**src/rtl/max_scan_pkg.sv**
```systemverilog
// Shared definitions for the max_scan reduction engine: FSM encoding,
// comparator width and the index-width legality check.
package max_scan_pkg;

  typedef enum logic [1:0] {
    S_IDLE = 2'd0,
    S_ACC  = 2'd1,
    S_DONE = 2'd2
  } state_t;

  // The comparator is hard-wired to this width; DATA_W must match it.
  localparam int MAG_W          = 4;
  localparam int DATA_W_DEFAULT = MAG_W;
  localparam int IDX_W_DEFAULT  = 6;

  function automatic bit idx_w_ok(input int w);
    return (w >= 1) && (w <= 30);
  endfunction

endpackage

```
**src/rtl/mag_gt.sv**
```systemverilog
// Unsigned strict greater-than (gt = a > b), resolved MSB-first from
// per-bit greater and equal terms.
module mag_gt
  import max_scan_pkg::*;
(
  input  logic [MAG_W-1:0] a,
  input  logic [MAG_W-1:0] b,
  output logic             gt
);

  logic [MAG_W-1:0] bit_gt;
  logic [MAG_W-1:0] bit_eq;
  logic [MAG_W-1:0] hit;

  genvar gi;
  generate
    for (gi = 0; gi < MAG_W; gi++) begin : g_bit
      // Bits strictly above gi must all be equal for bit gi to decide.
      localparam logic [MAG_W-1:0] ABOVE = MAG_W'(~((1 << (gi + 1)) - 1));

      assign bit_gt[gi] = a[gi] & ~b[gi];
      assign bit_eq[gi] = ~(a[gi] ^ b[gi]);
      assign hit[gi]    = bit_gt[gi] & (&(bit_eq | ~ABOVE));
    end
  endgenerate

  assign gt = |hit;

endmodule

```
**src/rtl/max_scan_ctrl.sv**
```systemverilog
// Frame max-scan controller: finds the maximum of a valid/ready frame and the
// index of its first occurrence. Define MAX_SCAN_MIN_EN to also track the minimum.
module max_scan_ctrl
  import max_scan_pkg::*;
#(
  parameter int DATA_W = DATA_W_DEFAULT,
  parameter int IDX_W  = IDX_W_DEFAULT
) (
  input  logic              clk,
  input  logic              reset,
  input  logic              clear,
  input  logic              in_valid,
  output logic              in_ready,
  input  logic [DATA_W-1:0] in_data,
  input  logic              in_last,
  output logic              out_valid,
  input  logic              out_ready,
  output logic [DATA_W-1:0] out_max,
  output logic [IDX_W-1:0]  out_idx,
  output logic [IDX_W-1:0]  out_count,
`ifdef MAX_SCAN_MIN_EN
  output logic [DATA_W-1:0] out_min,
  output logic [IDX_W-1:0]  out_min_idx,
`endif
  output logic              out_ovf
);

  generate
    if (DATA_W != MAG_W) begin : g_bad_data_w
      $error("max_scan_ctrl: DATA_W must equal the comparator width");
    end
    if (!idx_w_ok(IDX_W)) begin : g_bad_idx_w
      $error("max_scan_ctrl: IDX_W out of range");
    end
  endgenerate

  localparam logic [IDX_W-1:0] CNT_MAX = '1;

  state_t            state_reg, state_next;
  logic [DATA_W-1:0] max_reg, max_next;
  logic [IDX_W-1:0]  idx_reg, idx_next;
  logic [IDX_W-1:0]  cnt_reg, cnt_next;
  logic              ovf_reg, ovf_next;
  logic              xfer;
  logic              max_gt;
  logic [IDX_W-1:0]  upd_idx;

  mag_gt u_max_gt (
    .a  (in_data),
    .b  (max_reg),
    .gt (max_gt)
  );

`ifdef MAX_SCAN_MIN_EN
  logic [DATA_W-1:0] min_reg, min_next;
  logic [IDX_W-1:0]  min_idx_reg, min_idx_next;
  logic              min_gt;

  mag_gt u_min_gt (
    .a  (min_reg),
    .b  (in_data),
    .gt (min_gt)
  );
`endif

  assign in_ready = (state_reg != S_DONE);
  assign xfer     = in_valid & in_ready;
  // Once the count saturates, new extremes report the saturated index.
  assign upd_idx  = (cnt_reg == CNT_MAX) ? CNT_MAX : cnt_reg + 1'b1;

  always_comb begin
    state_next = state_reg;
    max_next   = max_reg;
    idx_next   = idx_reg;
    cnt_next   = cnt_reg;
    ovf_next   = ovf_reg;
`ifdef MAX_SCAN_MIN_EN
    min_next     = min_reg;
    min_idx_next = min_idx_reg;
`endif
    case (state_reg)
      S_IDLE: begin
        if (xfer) begin
          max_next   = in_data;
          idx_next   = '0;
          cnt_next   = '0;
          ovf_next   = 1'b0;
`ifdef MAX_SCAN_MIN_EN
          min_next     = in_data;
          min_idx_next = '0;
`endif
          state_next = in_last ? S_DONE : S_ACC;
        end
      end
      S_ACC: begin
        if (xfer) begin
          if (cnt_reg == CNT_MAX) begin
            ovf_next = 1'b1;
          end else begin
            cnt_next = cnt_reg + 1'b1;
          end
          if (max_gt) begin
            max_next = in_data;
            idx_next = upd_idx;
          end
`ifdef MAX_SCAN_MIN_EN
          if (min_gt) begin
            min_next     = in_data;
            min_idx_next = upd_idx;
          end
`endif
          if (in_last) begin
            state_next = S_DONE;
          end
        end
      end
      S_DONE: begin
        if (out_ready) begin
          state_next = S_IDLE;
        end
      end
      default: state_next = S_IDLE;
    endcase
  end

  // Reset and clear have the same effect; either one drops any beat this cycle.
  always_ff @(posedge clk) begin
    if (reset || clear) begin
      state_reg <= S_IDLE;
      max_reg   <= '0;
      idx_reg   <= '0;
      cnt_reg   <= '0;
      ovf_reg   <= 1'b0;
`ifdef MAX_SCAN_MIN_EN
      min_reg     <= '0;
      min_idx_reg <= '0;
`endif
    end else begin
      state_reg <= state_next;
      max_reg   <= max_next;
      idx_reg   <= idx_next;
      cnt_reg   <= cnt_next;
      ovf_reg   <= ovf_next;
`ifdef MAX_SCAN_MIN_EN
      min_reg     <= min_next;
      min_idx_reg <= min_idx_next;
`endif
    end
  end

  assign out_valid = (state_reg == S_DONE);
  assign out_max   = max_reg;
  assign out_idx   = idx_reg;
  assign out_count = cnt_reg;
  assign out_ovf   = ovf_reg;
`ifdef MAX_SCAN_MIN_EN
  assign out_min     = min_reg;
  assign out_min_idx = min_idx_reg;
`endif

endmodule

```
**config.mk**
```make
export PLATFORM = sky130hd
export DESIGN_NAME = max_scan_ctrl
export DESIGN_NICKNAME = d
export VERILOG_FILES = /design/src/rtl/max_scan_pkg.sv /design/src/rtl/mag_gt.sv /design/src/rtl/max_scan_ctrl.sv
export SDC_FILE = /design/constraint.sdc
export NUM_CORES = 1
export LEC_CHECK = 0
export CAP_MARGIN = 15
export CORE_AREA = 2 2 60 62
export CTS_CLUSTER_DIAMETER = 120
export DETAILED_ROUTE_END_ITERATION = 8
export DIE_AREA = 0 0 62 64
export PLACE_DENSITY = 0.57
export SYNTH_ARGS = -nofsm -noshare
export SYNTH_HDL_FRONTEND = slang
export SYNTH_SLANG_ARGS = --single-unit
```
**constraint.sdc**
```tcl
create_clock -name clk -period 4.4 [get_ports clk]
set_input_delay 0.88 -clock clk [delete_from_list [all_inputs] [get_ports clk]]
set_output_delay 0.88 -clock clk [all_outputs]
set_load 0.1 [all_outputs]
```
==> qor.log <==
INFO  setup_path     worstPathMaxFanout=6
INFO  sta            totalNegativeSetupSlack=0ps
INFO  yosys          sequential_area_share_after_synthesis=39.9%
INFO  setup_path     worstSetupPathType=reg2out
INFO  cts            worstSkewPairLatency=300ps
INFO  placed_design  global_placement_routability_congestion=0.719
INFO  floorplanning  floorplan.io_pins=29
INFO  floorplanning  die_height=64um
INFO  global_route   globalRouteOverflowTotal=0
INFO  power          powerDensity=264nW/um^2
INFO  cells_and_area antenna_cells=0
INFO  floorplanning  core-area=3280um^2
INFO  power          p_leak=0.000484uW
INFO  floorplanning  die_outline_width=62um
INFO  detailed_routing post_route_ant_nets=0
INFO  sta            rsz0062_at_grt=false
INFO  sta            final-setup-viol-count=0
INFO  detailed_routing drtIter0Drc=21
INFO  yosys          synthesis.yosys.warnings=0
INFO  cells_and_area most-common-layout-cells=sky130_fd_sc_hd__clkdlybuf4s50_1 (28), sky130_fd_sc_hd__nor2_1 (20), sky130_fd_sc_hd__dfxtp_1 (19)
INFO  sta            slew_headroom=34.9%
INFO  cells_and_area layoutNonFillerInstCount=184
INFO  cells_and_area mostFrequentLayoutCell=sky130_fd_sc_hd__clkdlybuf4s50_1
INFO  cts            number_of_post_cts_setup_repair_buffers=0
INFO  floorplanning  initial_utilization=29.0%
INFO  cts            maximum_level_of_the_cts_h_tree=1
INFO  sta            post-route-period-util=66.0%
INFO  cells_and_area final_layout_size_suffix_gt1_share=7.25%
INFO  sta            fin_clk_skew=1.08ps
INFO  setup_path     worst-r2r-setup-slack=2510ps
INFO  cts            tritoncts_buffers=3
INFO  cells_and_area area_delta_synth_final=36.7%
INFO  setup_path     critPathLaunchType=register
INFO  cts            cts.root.buffer_cell=sky130_fd_sc_hd__clkbuf_4
INFO  floorplanning  floorplan.die_area=3970um^2
INFO  floorplanning  std_cell_rows=21
INFO  yosys          syn-num-nets=124
INFO  yosys          avgSynthCellArea=8.67um^2
INFO  sta            drv_slew=0
INFO  detailed_routing drt_drc_violations_left=0
INFO  global_route   groute.usage.overall=12.8%
INFO  detailed_routing viasPerCell=4.68
INFO  cts            tritoncts=yes
INFO  cts            clk_pin_slew=100ps
INFO  cells_and_area fin_nets=153
INFO  sta            timing_hold_violations_final=0
INFO  detailed_routing drt-pass1-iter-count=4
INFO  yosys          mappedNetlistArea=953um^2
INFO  detailed_routing wire_per_inst=11.6um
INFO  detailed_routing dr_total_vias=862
INFO  setup_path     timing.critical_path.arrival=2030ps
INFO  cts            clock_sinks=19
INFO  global_route   vias_in_the_first_global_route=888
INFO  cts            clockBufferDepth=2
INFO  global_route   grt_start_max_net_pins=15
INFO  yosys          ffs_latches_synth=19
INFO  placed_design  port-buffer-count=28
INFO  setup_path     required=3520ps
INFO  sta            final_period_minus_worst_setup_slack=2910ps
INFO  yosys          synthesis.instances=110
INFO  run            drv_cap=0
INFO  global_route   grt_pass1_wl=3840um
INFO  min_path       hold_path.class=reg2reg
INFO  sta            max_slew.worst_pin.slew=973ps
INFO  placed_design  dp_hpwl=1690um
INFO  cts            holdBufCountCts=0
INFO  run_status     outcome=completed
INFO  placed_design  placedCellCount=180
INFO  cts            post_cts_resized=0
INFO  global_route   number_of_antenna_violations_at_the_first_check_in_global_routing=0
INFO  detailed_routing detail_route.wirelength=2130um
INFO  cells_and_area post-route-util=39.7%
INFO  setup_path     critical_path.endpoint_type=output port
INFO  sta            fmax_achieved=0.344GHz
INFO  power          peakVddDrop=0.0941mV
INFO  yosys          synth.distinct_cells=30
-- layer usage --
| layer | global-route usage [%] | vias up | routed length (um) |
|---|---|---|---|
| li1 | - | 439 | - |
| met1 | 16.5 | 395 | 1000 |
| met2 | 20.6 | 24 | 995 |
| met3 | 2.63 | 4 | 104 |
| met4 | 4.79 | 0 | 25 |
| met5 | 0 | - | 0 |
-- final timing paths --
path | cells past startpoint | from | end
setup / recovery | 3 | state_reg[1] | out_valid
hold / removal | 2 | out_idx[4] | out_idx[4]
setup reg to reg | 7 | out_max[3] | out_max[3]
hold reg to reg | 2 | out_idx[4] | out_idx[4]
-- final cells by class --
class	count	area, um^2
timing repair buffer	29	288
tap	46	57.6
sequential	19	380
fill	354	1980
inverter	5	18.8
clock buffer	4	26.3
multi-input combinational	81	533
-- logic make-up (layout without fill, tap and decap cells) --
kind of cell	after synthesis	in the layout	share of synthesized area, %
buffers and inverters	10	38	4.20
AO/OA/AOI/OAI	22	22	17.5
multiplexers	7	7	7.35
XOR/XNOR	3	3	2.76
flip-flops	19	19	39.9
AND/OR/NAND/NOR	45	45	23.1
adder cells (fa/ha/maj)	4	4	5.25
-- cells in the mapped netlist --
library cell	n	area [um^2]
sky130_fd_sc_hd__nand4_1	1	6.26
sky130_fd_sc_hd__o21ai_0	6	30.0
sky130_fd_sc_hd__inv_1	5	18.8
sky130_fd_sc_hd__nor3b_1	2	15.0
sky130_fd_sc_hd__and3_1	1	6.26
sky130_fd_sc_hd__o31a_1	1	8.76
sky130_fd_sc_hd__dfxtp_1	19	380
sky130_fd_sc_hd__nor4_1	2	12.5
sky130_fd_sc_hd__and4b_1	1	10.0
sky130_fd_sc_hd__o221a_2	3	33.8
sky130_fd_sc_hd__xnor2_1	2	17.5
sky130_fd_sc_hd__a21oi_2	1	8.76
sky130_fd_sc_hd__a31oi_4	1	21.3
sky130_fd_sc_hd__nor2_1	20	75.1
sky130_fd_sc_hd__nand3_1	5	25.0
sky130_fd_sc_hd__or2_2	1	6.26
sky130_fd_sc_hd__clkbuf_1	3	11.3
sky130_fd_sc_hd__nor3_1	1	5.00
sky130_fd_sc_hd__nand2b_1	4	25.0
sky130_fd_sc_hd__nand2_1	4	15.0
sky130_fd_sc_hd__a21o_1	2	15.0
sky130_fd_sc_hd__xor2_1	1	8.76
sky130_fd_sc_hd__or2_1	1	6.26
sky130_fd_sc_hd__o211a_1	1	10.0
sky130_fd_sc_hd__nor2b_1	2	12.5
sky130_fd_sc_hd__mux2i_1	7	70.1
sky130_fd_sc_hd__a21oi_1	6	30.0
sky130_fd_sc_hd__buf_2	2	10.0
sky130_fd_sc_hd__ha_1	4	50.1
sky130_fd_sc_hd__a2111oi_0	1	8.76
-- metrics by stage --
stage | setup slack [ps] | hold slack (ps) | power [uW] | instance area (um^2)
CTS | 1480 | 512 | 349 | 1300
floorplan | 1660 | 472 | 238 | 953
global route | 1420 | 552 | 362 | 1300
global placement | 1600 | 480 | 260 | 1280
finish | 1490 | 507 | 345 | 1300
detailed placement | 1560 | 485 | 261 | 1280
-- report_power, final --
group / switching (uW) / internal, uW
clock network: 52.9 / 35.3
logic: 51.0 / 26.3
registers: 3.11 / 176
total: 107 / 238
-- worst max-delay path, cell delays in order (launching register included) --
cell	delay, ps
sky130_fd_sc_hd__dfxtp_1	420
sky130_fd_sc_hd__nand2b_1	120
sky130_fd_sc_hd__inv_1	70
sky130_fd_sc_hd__clkdlybuf4s50_1	1130
No activity file was read; power rests on OpenSTA's default activity.
==> RTL change 1: new RTL, config.mk and constraints unchanged <==
The option `MAX_SCAN_MIN_EN` is turned on by a define.
--- a/src/rtl/max_scan_ctrl.sv
+++ b/src/rtl/max_scan_ctrl.sv
@@ -1,5 +1,7 @@
 // Frame max-scan controller: finds the maximum of a valid/ready frame and the
 // index of its first occurrence. Define MAX_SCAN_MIN_EN to also track the minimum.
+`define MAX_SCAN_MIN_EN
+
 module max_scan_ctrl
   import max_scan_pkg::*;
 #(
Check against the original RTL (old outputs only; new: out_min and out_min_idx): equivalent (equiv_simple and equiv_induct, registers matched by name and starting in step).
==> RTL change 1 against the unedited design <==
- combinational power increased by 80%
- routed wire length up 81%
- total power is 77% higher
- cell area rose by 48%
- area after synthesis up 49%
- count of clock-buffer cells in the layout up 3
- worst setup slack worse by 0.032 ns
- sequential cell count is 10 higher
- hold slack got worse by 0.034 ns
- critical path type unchanged
- critical endpoint unchanged
- largest cell class unchanged
==> RTL change 1: results (changes against the unedited design) <==
gp_congestion: 0.787  # was 0.719
drive_above_1_share_pct: 8.87  # was 7.25%
dp_cells: 241  # was 180
fin_skew_ns: 0.0167  # was 0.00108 ns
r2r_cells: 6  # was 7
synth_compound_area_share_pct: 31.0  # was 17.5%
use_met3_pct: 6.48  # was 2.63%
cp.arrival_ns: 2.06  # was 2.03 ns
dp_hpwl_um: 2800  # was 1690 µm
avgSynthCellArea_um2: 8.91  # was 8.67 µm²
hold_ws_ns: 0.473  # was 0.507 ns
p_leak_nw: 0.725  # was 0.484 nW
synth_xor_area_share_pct: 0.615  # was 2.76%
wl_met1_um: 1810  # was 1000 µm
htreeDepth: 2  # was 1
grt_start_max_net_pins: 22  # was 15
met3_length_um: 228  # was 104 µm
min_to: "out_idx[3]$_SDFFE_PP0P_"  # was out_idx[4]$_SDFFE_PP0P_
clk-insertion-delay-late_ns: 0.33  # was 0.30 ns
gr-usage-all-layers_pct: 21.5  # was 12.8%
startpoint: "state_reg[1]$_SDFFE_PP0P_"  # unchanged
met1_usage_pct: 28.5  # was 16.5%
muxShareOfSynthArea_pct: 0  # was 7.35%
seq_area_frac_synth_pct: 40.7  # was 39.9%
synthAdderAreaFrac_pct: 6.15  # was 5.25%
drt-total-wl_um: 3850  # was 2130 µm
reg2reg_to: "out_idx[0]$_SDFFE_PP0P_"  # was out_max[3]$_SDFFE_PP0P_
nets: 219  # was 153
numCtsBuffers: 5  # was 3
viasPerCell: 5.57  # was 4.68
ir_worst_vdd_mv: 0.190  # was 0.0941 mV
yosys-top-cells-count: "dfxtp_1, a21oi_1, inv_1"  # was nor2_1, dfxtp_1, mux2i_1
wl_met2_um: 1800  # was 995 µm
grt_util_met2_pct: 32.9  # was 20.6%
grt_pass1_wl_um: 6380  # was 3840 µm
dpl_worst_slack_ns: 1.43  # was 1.56 ns
finalCriticalPeriod_ns: 2.94  # was 2.91 ns
rrSetupSlack_ns: 2.43  # was 2.51 ns
cp_max_fo: 7  # was 6
status: "completed"  # unchanged
slew_headroom_pct: 34.3  # was 34.9%
==> RTL change 1: worst min-delay path: stages (launching register included) <==
cell and delay [ns]:
dfxtp_1 0.32, inv_1 0.04, a221oi_1 0.06
==> RTL change 1: cell families after synthesis <==
kind of cell / after synthesis
adders and majority gates: 7
xor gates and xnor gates: 1
AOI/OAI and AO/OA: 60
and+or+nand+nor: 47
buffers and inverters: 16
DFF: 29
==> RTL change 1: cell type report <==
| class | instances | area (µm²) | area share [%] |
|---|---|---|---|
| well taps | 46 | 57.6 | 2.99 |
| inverters | 12 | 45.0 | 2.34 |
| repair buffers | 39 | 388 | 20.2 |
| clock buffers | 7 | 65.1 | 3.38 |
| flip-flops and latches | 29 | 581 | 30.2 |
| clock inverters | 1 | 5.00 | 0.260 |
| multi-input cells | 115 | 782 | 40.7 |
==> RTL change 1: report_power, final <==
part           internal, mW  switching (mW)
registers             0.270         0.00648
logic                0.0390           0.100
clock network        0.0926          0.0999
total                 0.402           0.207
==> RTL change 2: new RTL, same flow settings <==
Made on the original files. Register the output `out_count` once more, without a reset; this adds one clock of latency there. The other outputs are not delayed to match.
--- a/src/rtl/max_scan_ctrl.sv
+++ b/src/rtl/max_scan_ctrl.sv
@@ -151,7 +151,9 @@
   assign out_valid = (state_reg == S_DONE);
   assign out_max   = max_reg;
   assign out_idx   = idx_reg;
-  assign out_count = cnt_reg;
+  always_ff @(posedge clk) begin
+    out_count <= cnt_reg;
+  end
   assign out_ovf   = ovf_reg;
 `ifdef MAX_SCAN_MIN_EN
   assign out_min     = min_reg;
Behaviour: not the same (a bounded check fails within 4 cycles, from zero or initial values).
==> RTL change 2 against the unedited design <==
- sequential cell count increased by 6
- clock skew grew 0.0011 ns
- routed wire length did not move
- sequential power grew 31%
- total power is 19% higher
- area after synthesis up 12%
- count of clock-buffer cells in the layout is the same
- worst setup slack worse by 0.0095 ns
- sequential share of layout area rose by 6.0 points
- cell area is 9.1% higher
- critical path type unchanged
- largest power group unchanged
==> RTL change 2: results (changes against the unedited design) <==
status: "completed"  # unchanged
num_rows: 21  # unchanged
swShare_pct: 28.9  # was 31.1%
nets: 158  # was 153
drive_above_1_share_pct: 7.69  # was 7.25%
cts_buffer_depth: 2  # unchanged
cts_resized: 0  # unchanged
first_iter_violations: 8  # was 21
cp.arrival_ns: 2.04
seq_area_frac_synth_pct: 46.9  # was 39.9%
cp_max_fo: 6  # unchanged
clk-insertion-delay-late_ns: 0.32  # was 0.30 ns
syn-num-nets: 128  # was 124
avgSynthCellArea_um2: 9.35  # was 8.67 µm²
hold_path_class: "flip-flop to flip-flop"  # unchanged
gr-usage-all-layers_pct: 12.8  # about the same
cts-root-buf: "clkbuf_4"  # unchanged
grt_pass1_vias: 864  # was 888
cts_setup_buffers: 0  # unchanged
slew_headroom_pct: 34.5  # was 34.9%
maxCapViolations: 0  # unchanged
min-delay-start: "cnt_reg[1]$_SDFFE_PP0P_"  # was out_idx[4]$_SDFFE_PP0P_
p_leak_nw: 0.528  # was 0.484 nW
viasPerCell: 4.70  # was 4.68
postSynth.asyncResetShare_pct: 0  # unchanged
grt_antenna_before_repair: 0  # unchanged
startpoint: "state_reg[1]$_SDFFE_PP0P_"  # unchanged
grt_pass1_wl_um: 3820  # was 3840 µm
synth-warning-count: 0  # unchanged
fin_skew_ns: 0.00214  # was 0.00108 ns
antenna_cells: 0  # unchanged
port_buffers: 28  # unchanged
min_path_cells: 0  # was 2
yosys-top-cells-count: "dfxtp_1, nor2_1, mux2i_1"  # was nor2_1, dfxtp_1, mux2i_1
clk_pin_slew_ns: 0.12  # was 0.10 ns
ys_types: 28  # was 30
ir_worst_vdd_mv: 0.139  # was 0.0941 mV
r2r_cells: 7  # unchanged
reg2reg_from: "out_max[3]$_SDFFE_PP0P_"  # unchanged
fmax_mhz: 343  # was 344 MHz
slowest_delay_ns: 1.12
cp_slowest_cell: "clkdlybuf4s50_1"  # unchanged
dp_cells: 185  # was 180
dr.pass1.iters: 4  # unchanged
post_dp_cell_area_mm2: 0.00140  # was 0.00128 mm²
gp_congestion: 0.770  # was 0.719
numCtsBuffers: 3  # unchanged
path_delay_family: "buffers and inverters"  # unchanged
routedWlPerCell_um: 11.3  # was 11.6 µm
overflow: 0  # unchanged
dp_hpwl_um: 1670  # was 1690 µm
synth_area_leaders: "dfxtp_1, mux2i_1, nor2_1, ha_1, o221a_2"  # was dfxtp_1, nor2_1, mux2i_1, ha_1, o221a_2
drt-total-wl_um: 2130  # unchanged
htreeDepth: 1  # unchanged
grt_start_max_net_pins: 14  # was 15
[RTL change 2: cell type report]
class                   instances  area [µm²]
inverters                       5        18.8
flip-flops and latches         25         500
repair buffers                 29         288
clock buffers                   4        26.3
well taps                      46        57.6
fillers                       342        1860
multi-input cells              80         532
[RTL change 2: logic make-up after synthesis]
logic type | share of synthesized area (%)
xor gates and xnor gates | 2.47
and+or+nand+nor | 18.9
AOI/OAI and AO/OA | 17.3
DFF | 46.9
adders and majority gates | 4.70
muxes | 6.57
buffers and inverters | 3.17
[RTL change 2: worst reg2reg max path: cells and delay by family (launching register included)]
kind	cells	cell delay [ns]
buf+inv	1	0.05
simple gates	3	0.42
flops	1	0.37
fa+ha+maj	1	0.30
compound gates	1	0.38
mux	1	0.25
[RTL change 2: per-stage QoR]
step,setup WS [ns],power [mW]
floorplan,1.66,0.293
global placement,1.64,0.316
detailed placement,1.60,0.316
CTS,1.48,0.415
global route,1.42,0.432
finish,1.48,0.411
[RTL change 2: power by group through the flow]
stage | Combinational, mW | Sequential [mW] | Clock, mW
2_1_floorplan | 0.0313 | 0.262 | 0
3_3_place_gp | 0.0767 | 0.239 | 0
3_5_place_dp | 0.0770 | 0.239 | 0
4_1_cts | 0.0774 | 0.234 | 0.104
5_1_grt | 0.0829 | 0.235 | 0.114
6_report | 0.0764 | 0.234 | 0.100
[RTL change 2: layer usage]
layer | track usage [%] | share of wire, % | vias up
li1 | - | - | 454
met1 | 15.4 | 45 | 408
met2 | 20.2 | 48 | 21
met3 | 3.44 | 5.1 | 5
met4 | 6.38 | 2.3 | 0
met5 | 0 | 0 | -
[RTL change 2: worst paths after layout]
| path | end | slack (ns) |
|---|---|---|
| max | out_valid | 1.48 |
| min | out_count[1]$_DFF_P_ | 0.40 |
| min reg2reg | out_count[1]$_DFF_P_ | 0.40 |
| max reg2reg | out_max[3]$_SDFFE_PP0P_ | 2.53 |
